===== src/rtl/img_mem_loader.sv =====
`default_nettype none
// +------------------------------------------------------------------------+
// | img_mem_loader: streams a WIDTHxHEIGHT byte image row-major into data  |
// | memory, pulses the processor start and captures its result.            |
// | Revision: 1.0                                                          |
// +------------------------------------------------------------------------+
module img_mem_loader #(
  parameter int WIDTH   = 100,
  parameter int HEIGHT  = 100,
  parameter int ADDR_W  = 14,
  parameter int TIMEOUT = 1000000
) (
  input  logic              clk,
  input  logic              rst_n,
  input  logic              i_load_req,
  input  logic              i_in_valid,
  input  logic [7:0]        i_in_data,
  output logic              o_in_ready,
  output logic              o_mem_we,
  output logic [ADDR_W-1:0] o_mem_addr,
  output logic [7:0]        o_mem_wdata,
  output logic              o_proc_start,
  input  logic              i_proc_done,
  input  logic [31:0]       i_proc_result,
  output logic              o_busy,
  output logic              o_done,
  output logic              o_timeout,
  output logic [31:0]       o_result
);

  localparam int                c_TOTAL     = WIDTH * HEIGHT;
  localparam int                c_WD_W      = $clog2(TIMEOUT + 1);
  localparam logic [ADDR_W-1:0] c_LAST_ADDR = ADDR_W'(c_TOTAL - 1);
  localparam logic [c_WD_W-1:0] c_WD_LAST   = c_WD_W'(TIMEOUT - 1);

  typedef enum logic [2:0] {
    S_IDLE  = 3'd0,
    S_LOAD  = 3'd1,
    S_START = 3'd2,
    S_RUN   = 3'd3,
    S_DONE  = 3'd4
  } state_t;

  state_t              r_state;
  state_t              w_next;
  logic [ADDR_W-1:0]   r_addr_cnt;
  logic [c_WD_W-1:0]   r_wd_cnt;
  logic                r_mem_we;
  logic [ADDR_W-1:0]   r_mem_addr;
  logic [7:0]          r_mem_wdata;
  logic                r_proc_start;
  logic                r_busy;
  logic                r_done;
  logic                r_timeout;
  logic [31:0]         r_result;
  logic                w_accept;
  logic                w_last;
  logic                w_launch;
  logic                w_wd_expire;

  assign o_in_ready  = (r_state == S_LOAD);
  assign w_accept    = i_in_valid & o_in_ready;
  assign w_last      = w_accept && (r_addr_cnt == c_LAST_ADDR);
  assign w_launch    = i_load_req && ((r_state == S_IDLE) || (r_state == S_DONE));
  assign w_wd_expire = (r_wd_cnt == c_WD_LAST);

  always_comb begin
    w_next = r_state;
    case (r_state)
      S_IDLE, S_DONE: if (i_load_req) w_next = S_LOAD;
      S_LOAD:         if (w_last) w_next = S_START;
      S_START:        w_next = S_RUN;
      S_RUN:          if (i_proc_done || w_wd_expire) w_next = S_DONE;
      default:        w_next = S_IDLE;
    endcase
  end

  always_ff @(posedge clk or negedge rst_n) begin
    if (!rst_n) begin
      r_state <= S_IDLE;
      r_busy  <= 1'b0;
    end else begin
      r_state <= w_next;
      r_busy  <= (w_next == S_LOAD) || (w_next == S_START) || (w_next == S_RUN);
    end
  end

  always_ff @(posedge clk or negedge rst_n) begin
    if (!rst_n) begin
      r_addr_cnt   <= '0;
      r_wd_cnt     <= '0;
      r_mem_we     <= 1'b0;
      r_mem_addr   <= '0;
      r_mem_wdata  <= '0;
      r_proc_start <= 1'b0;
      r_done       <= 1'b0;
      r_timeout    <= 1'b0;
      r_result     <= '0;
    end else begin
      r_mem_we     <= w_accept;
      r_proc_start <= (r_state == S_START);
      if (w_accept) begin
        r_mem_addr  <= r_addr_cnt;
        r_mem_wdata <= i_in_data;
        // Counter parks on the last address so it never runs past the image.
        if (!w_last) r_addr_cnt <= r_addr_cnt + 1'b1;
      end
      if (w_launch) begin
        r_addr_cnt <= '0;
        r_done     <= 1'b0;
        r_timeout  <= 1'b0;
        r_result   <= '0;
      end
      if (r_state == S_RUN) begin
        r_wd_cnt <= r_wd_cnt + 1'b1;
        if (i_proc_done) begin
          r_result <= i_proc_result;
          r_done   <= 1'b1;
        end else if (w_wd_expire) begin
          r_timeout <= 1'b1;
          r_done    <= 1'b1;
        end
      end else begin
        r_wd_cnt <= '0;
      end
    end
  end

  assign o_mem_we     = r_mem_we;
  assign o_mem_addr   = r_mem_addr;
  assign o_mem_wdata  = r_mem_wdata;
  assign o_proc_start = r_proc_start;
  assign o_busy       = r_busy;
  assign o_done       = r_done;
  assign o_timeout    = r_timeout;
  assign o_result     = r_result;

endmodule
`default_nettype wire


===== config.mk =====
export PLATFORM = sky130hd
export DESIGN_NAME = img_mem_loader
export DESIGN_NICKNAME = d
export VERILOG_FILES = /design/src/rtl/img_mem_loader.sv
export SDC_FILE = /design/constraint.sdc
export NUM_CORES = 1
export LEC_CHECK = 0
export CAP_MARGIN = 0
export CORE_ASPECT_RATIO = 0.9
export CORE_MARGIN = 2
export CORE_UTILIZATION = 35
export CTS_CLUSTER_DIAMETER = 40
export CTS_CLUSTER_SIZE = 14
export DETAILED_ROUTE_END_ITERATION = 7
export PLACE_DENSITY = 0.67
export SETUP_SLACK_MARGIN = 0.15
export SLEW_MARGIN = 10
export SYNTH_ARGS = -nofsm -noshare
export SYNTH_HDL_FRONTEND = slang
export SYNTH_SLANG_ARGS = --single-unit

===== constraint.sdc =====
create_clock -name clk -period 3.2 [get_ports clk]
set_input_delay 0.32 -clock clk [delete_from_list [all_inputs] [get_ports clk]]
set_output_delay 0.32 -clock clk [all_outputs]
set_load 0.01 [all_outputs]

## Word level (Yosys, flattened, before mapping)

Index checks and enable logic that the tools add are counted.

| word-level totals | value |
|---|---|
| register bits | 96 |
| memories kept | 0 |
| bits in read-only memories | 0 |
| bits in latches | 0 |
| RAM bits | 0 |

| cells by class | value |
|---|---|
| reductions and logical operators | 10 |
| mux-type cells | 19 |
| add/sub/neg operators | 2 |
| order comparisons | 0 |
| equality and inequality tests | 10 |
| div/mod/pow operators | 0 |
| bitwise logic cells | 1 |
| shifts and indexed selects | 0 |
| $mul | 0 |

Operators with widths:

| operator | number |
|---|---|
| 2-to-1 mux 32 bit | 3 |
| 2-to-1 mux 14 bit | 3 |
| adder 20 x 1 -> 20 bit, second input constant | 1 |
| equality test 20 bit, second input constant | 1 |
| 2-to-1 mux 20 bit | 1 |
| adder 14 x 1 -> 14 bit, second input constant | 1 |
| equality test 14 bit, second input constant | 1 |
| equality test 3 x 2 -> 1 bit, second input constant | 4 |
| case mux 3 bit (4 select lines) | 1 |
| 2-to-1 mux 3 bit | 3 |
| 2-to-1 mux 1 bit | 8 |
| equality test 3 x 1 -> 1 bit, second input constant | 2 |
| logical OR 1 bit | 4 |
| equality test 3 bit, second input constant | 1 |
| zero test 3 bit | 1 |
| logical AND 1 bit | 2 |
| != test 2 x 1 -> 1 bit, second input constant | 1 |
| AND reduction 2 bit | 1 |
| nonzero test 2 bit | 1 |
| OR reduction 2 bit | 1 |
| AND 1 bit | 1 |

## Depth between registers and ports, before layout

| depth | value |
|---|---|
| depth in word-level cells | 8 |
| mapped depth | 7 |
| mapped depth without buffers | 5 |

## Worst setup path after synthesis

Ideal clock, no wire load.

| timing | value |
|---|---|
| path kind | reg2reg |
| from | reg r_wd_cnt[0] |
| to | reg r_wd_cnt[18] |
| data arrival time | 1.674 ns |
| buffers on the path | 0 |
| clock period less this slack | 1.752 ns |
| path slack | 1.448 ns |
| cell stages (with the launch flop) | 6 |
| library setup time | 0.078 ns |
| data required time | 3.122 ns |
| cell sequence | dfrtp_1 > ha_1 > nand4_2 > or3_4 > or4_1 > a21oi_1 |

| between the ends | value |
|---|---|
| word-level cells in the longest chain between the ends | 2 |

RTL lines:

| what | RTL line | source |
|---|---|---|
| start, declared | 47 | `logic [c_WD_W-1:0] r_wd_cnt;` |
| start signal, assigned | 115 | `r_wd_cnt <= r_wd_cnt + 1'b1;` |
| adder 20 x 1 -> 20 bit | 115 |  |
| 2-to-1 mux 20 bit | 114 | `if (r_state == S_RUN) begin` |

No other way between the ends.
A chain may end at the register's enable or synchronous reset.

## Worst setup path in the final report

| timing | value |
|---|---|
| from | reg r_state[0] |
| to | out o_in_ready |

| between the ends | value |
|---|---|
| word-level cells in the longest chain between the ends | 1 |

RTL lines:

| what | RTL line | source |
|---|---|---|
| start, declared | 44 | `state_t r_state;` |
| start signal, assigned | 83 | `r_state <= w_next;` |
| equality test 3 x 1 -> 1 bit | 61 | `assign o_in_ready = (r_state == S_LOAD);` |
| end, declared | 18 | `output logic o_in_ready,` |

No other way between the ends.

==> impl_table.tex <==
\begin{tabular}{lr}
\hline
Metric & Value \\
\hline
\multicolumn{2}{l}{\textbf{Status}} \\
Run status & finished, final reports clean \\
\multicolumn{2}{l}{\textbf{Synthesis}} \\
Synthesized Nets & $\sim$500 \\
Post-synthesis sequential area ratio & between 50\% and 60\% \\
Count of cell types in the netlist & 39 \\
Gate count after technology mapping & around 450 \\
Asr flop ratio synth & 100\% \\
Netlist area before placement & between 4000 and 5000 um\^{}2 \\
Count of synthesis-stage warnings from yosys & 0 \\
Flip-flop cell with the highest count after synthesis & sky130\_fd\_sc\_hd\_\_dfrtp\_1 \\
Number of synthesized flops with an enable pin & 0 \\
Post-synthesis average cell area & just over 9 um\^{}2 \\
Flops \& latches, synth & between 90 and 100 \\
\multicolumn{2}{l}{\textbf{Clocking}} \\
Number of buffers added for setup after CTS & 0 \\
Clock-pin transition on the worst setup and hold timing paths & roughly 0.070 ns \\
Max Root-Sink Buffers & 2 \\
Clock network latency to the later pin of the worst-skew pair & about 0.34 ns \\
\# hold bufs at CTS & 0 \\
Number of buffers created by CTS & 9 \\
TritonCTS sink count & 96 \\
CTS tree & yes \\
Number of instances resized during post-cts repair & 0 \\
Number of levels the H-tree was split into & 3 \\
Clock Tree Root & sky130\_fd\_sc\_hd\_\_clkbuf\_16 \\
\multicolumn{2}{l}{\textbf{Route}} \\
Total wire length after detailed routing & around 9600 um \\
Iteration-0 DRC count of the detailed router & 185 \\
Number of optimization iterations in the first detailed-route pass & 4 \\
Average routed wire per standard cell & $\sim$14 um \\
Vias/cell & 4.89 \\
Antenna-violating nets left & 0 \\
Number of remaining DRC errors & 0 \\
Number of vias in the routed layout & approximately 3500 \\
\multicolumn{2}{l}{\textbf{Place}} \\
Number of buffers inserted by port buffering & around 100 \\
RePlAce Congestion & roughly 0.76 \\
Detailed placement HPWL & between 6000 and 7000 um \\
\multicolumn{2}{l}{\textbf{GRT}} \\
Number of antenna violations at the first check in global routing & 0 \\
Pin count of the biggest net entering global routing & 70 \\
Number of global-route vias before repair & roughly 3400 \\
GRT Residual Overflow & 0 \\
Global Route Usage Sum & $\sim$16\% \\
Wire length of the first global-routing pass & about 16000 um \\
\multicolumn{2}{l}{\textbf{Floorplan}} \\
Top-Level Pins & around 110 \\
Vertical extent of the die & roughly 110 um \\
Starting density of the core & a little over a third \\
FP Rows & 37 \\
Die Footprint & 12800 um\^{}2 \\
Width of the chip & between 100 and 150 um \\
Area of the core region & 11500 um\^{}2 \\
\multicolumn{2}{l}{\textbf{Setup path}} \\
Worst Setup Start Kind & register \\
Worst endpoint required time & about 2.9 ns \\
Highest fanout seen on the critical path & 8 \\
Type of the worst setup path & reg2out \\
Element type at the critical path end & output port \\
Flop-to-flop setup slack & between 1 and 1.5 ns \\
Crit path arrival time & 1.80 ns \\
\multicolumn{2}{l}{\textbf{Power}} \\
Net Sw Frac & 24.8\% \\
Total internal power & 0.00202 W \\
Static leakage power & about 2.6 nW \\
Power per unit of standard cell area & about 480 nW/um\^{}2 \\
Fraction of power consumed by the clock network & a little under two fifths \\
Fraction of power consumed by sequential logic & 50.4\% \\
NetSw & 0.000667 W \\
Logic pwr share & a little under an eighth \\
Peak supply drop & between 0.0002 and 0.00025 V \\
\multicolumn{2}{l}{\textbf{Timing}} \\
Pins over their slew limit & 0 \\
Post-Route Hold Slack & 0.0875 ns \\
Max-slew headroom & approximately 28\% \\
Achievable clock frequency & about 470 MHz \\
Worst clock skew & 0.00770 ns \\
Sum of negative setup slack & 0 ns \\
Endpoints failing setup & 0 \\
Setup repair after global routing missed its margin & no \\
Final hold vios & 0 \\
Transition time at the pin with the least slew margin & $\sim$1.1 ns \\
Final critical-path share of the clock period & between 60\% and 70\% \\
Shortest period the worst path allows & around 2.1 ns \\
\multicolumn{2}{l}{\textbf{Cells and area}} \\
Leading cell type in the layout, fill and taps excluded & sky130\_fd\_sc\_hd\_\_nand2\_1 \\
Leading cell types in the layout, fill and taps excluded & sky130\_fd\_sc\_hd\_\_nand2\_1 (149), sky130\_fd\_sc\_hd\_\_clkdlybuf4s50\_1 (103), sky130\_fd\_sc\_hd\_\_dfrtp\_1 (96) \\
Synthesis-to-finish area growth & 35.6\% \\
Inserted Diodes & 0 \\
Number of nets in the layout & a little under 600 \\
Layout cells sized above 1 & roughly 5.2\% \\
\multicolumn{2}{l}{\textbf{Flow run}} \\
Max\_cap viols & 0 \\
\multicolumn{2}{l}{\textbf{Hold path}} \\
HP Class & in2async \\
\hline
\end{tabular}
-- path summary, 6_finish.rpt --
path / from / to / depth (start not counted)
setup / recovery: r_state[0] / o_in_ready / 2
hold / removal: rst_n / o_mem_addr[8] / 1
setup reg to reg: r_state[1] / r_addr_cnt[7] / 6
hold reg to reg: o_mem_addr[7] / o_mem_addr[7] / 2
max in group asynchronous: rst_n / o_result[28] / 2
min in group clk: o_mem_addr[7] / o_mem_addr[7] / 2
-- stage by stage --
step	setup slack (ns)	utilization [%]	std cells	cell area (um^2)	total power, W
3_3_place_gp	0.965	46.6	693	5370	0.00169
2_1_floorplan	1.45	-	448	4170	0.00149
6_report	1.08	49.0	709	5650	0.00269
3_5_place_dp	0.890	46.6	693	5370	0.00170
4_1_cts	1.06	49.0	709	5650	0.00273
5_1_grt	0.926	49.0	709	5650	0.00284
-- power groups by stage --
stage / sequential, W / combinational (W) / clock [W]
detailed placement: 0.00138 / 0.000323 / 0
global route: 0.00137 / 0.000355 / 0.00112
CTS: 0.00136 / 0.000324 / 0.00105
finish: 0.00136 / 0.000319 / 0.00102
floorplan: 0.00138 / 0.000108 / 0
global placement: 0.00138 / 0.000318 / 0
-- Yosys cell counts (4+ instances only) --
library cell / n / area [um^2]
sky130_fd_sc_hd__nand4_1: 9 / 56.3
sky130_fd_sc_hd__nor2_1: 29 / 109
sky130_fd_sc_hd__a21oi_1: 5 / 25.0
sky130_fd_sc_hd__mux2i_1: 4 / 40.0
sky130_fd_sc_hd__xor2_1: 7 / 61.3
sky130_fd_sc_hd__xnor2_1: 12 / 105
sky130_fd_sc_hd__buf_1: 6 / 22.5
sky130_fd_sc_hd__o21ai_0: 7 / 35.0
sky130_fd_sc_hd__nand2_1: 149 / 559
sky130_fd_sc_hd__nor3_1: 8 / 40.0
sky130_fd_sc_hd__o31ai_1: 4 / 30.0
sky130_fd_sc_hd__clkbuf_1: 13 / 48.8
sky130_fd_sc_hd__inv_1: 4 / 15.0
sky130_fd_sc_hd__and2_1: 4 / 25.0
sky130_fd_sc_hd__dfrtp_1: 96 / 2400
sky130_fd_sc_hd__nand3_1: 44 / 220
sky130_fd_sc_hd__nor4_1: 7 / 43.8
-- cell families after synthesis --
group           synth area share [%]
simple gates                    30.5
compound gates                  3.90
xor+xnor                        3.99
buf+inv                         2.40
mux                            0.960
fa+ha+maj                      0.600
flops                           57.6
-- cell type report --
type                       instances  area (um^2)
clock buffer                      12          256
clock inverter                     4         28.8
fill                            1091         5880
inverter                           5         18.8
multi-input combinational        326         1670
sequential                        96         2400
tap                              156          195
timing repair buffer             110         1080
-- critical path, stage by stage (launching register included) --
cell and delay (ns):
sky130_fd_sc_hd__dfrtp_1 0.46, sky130_fd_sc_hd__nor3b_1 0.39, sky130_fd_sc_hd__clkdlybuf4s50_1 0.61
-- layer usage --
metal  vias to the layer above  GRT usage, %  wire length [um]
met1                      1673          20.5              4320
li1                       1702             -                 -
met2                        82          26.6              4730
met5                         -             0                 0
met3                         8          4.24               452
met4                         0          4.59                98
-- registers in the layout, indices dropped and copies added (netlist names) --
register / count
o_done: 1
o_busy: 1
r_wd_cnt: 20
r_addr_cnt: 14
o_result: 32
o_mem_wdata: 8
r_state: 3
o_mem_we: 1
o_proc_start: 1
o_timeout: 1
o_mem_addr: 14
Note: power is estimated with default switching activity, not from simulation.
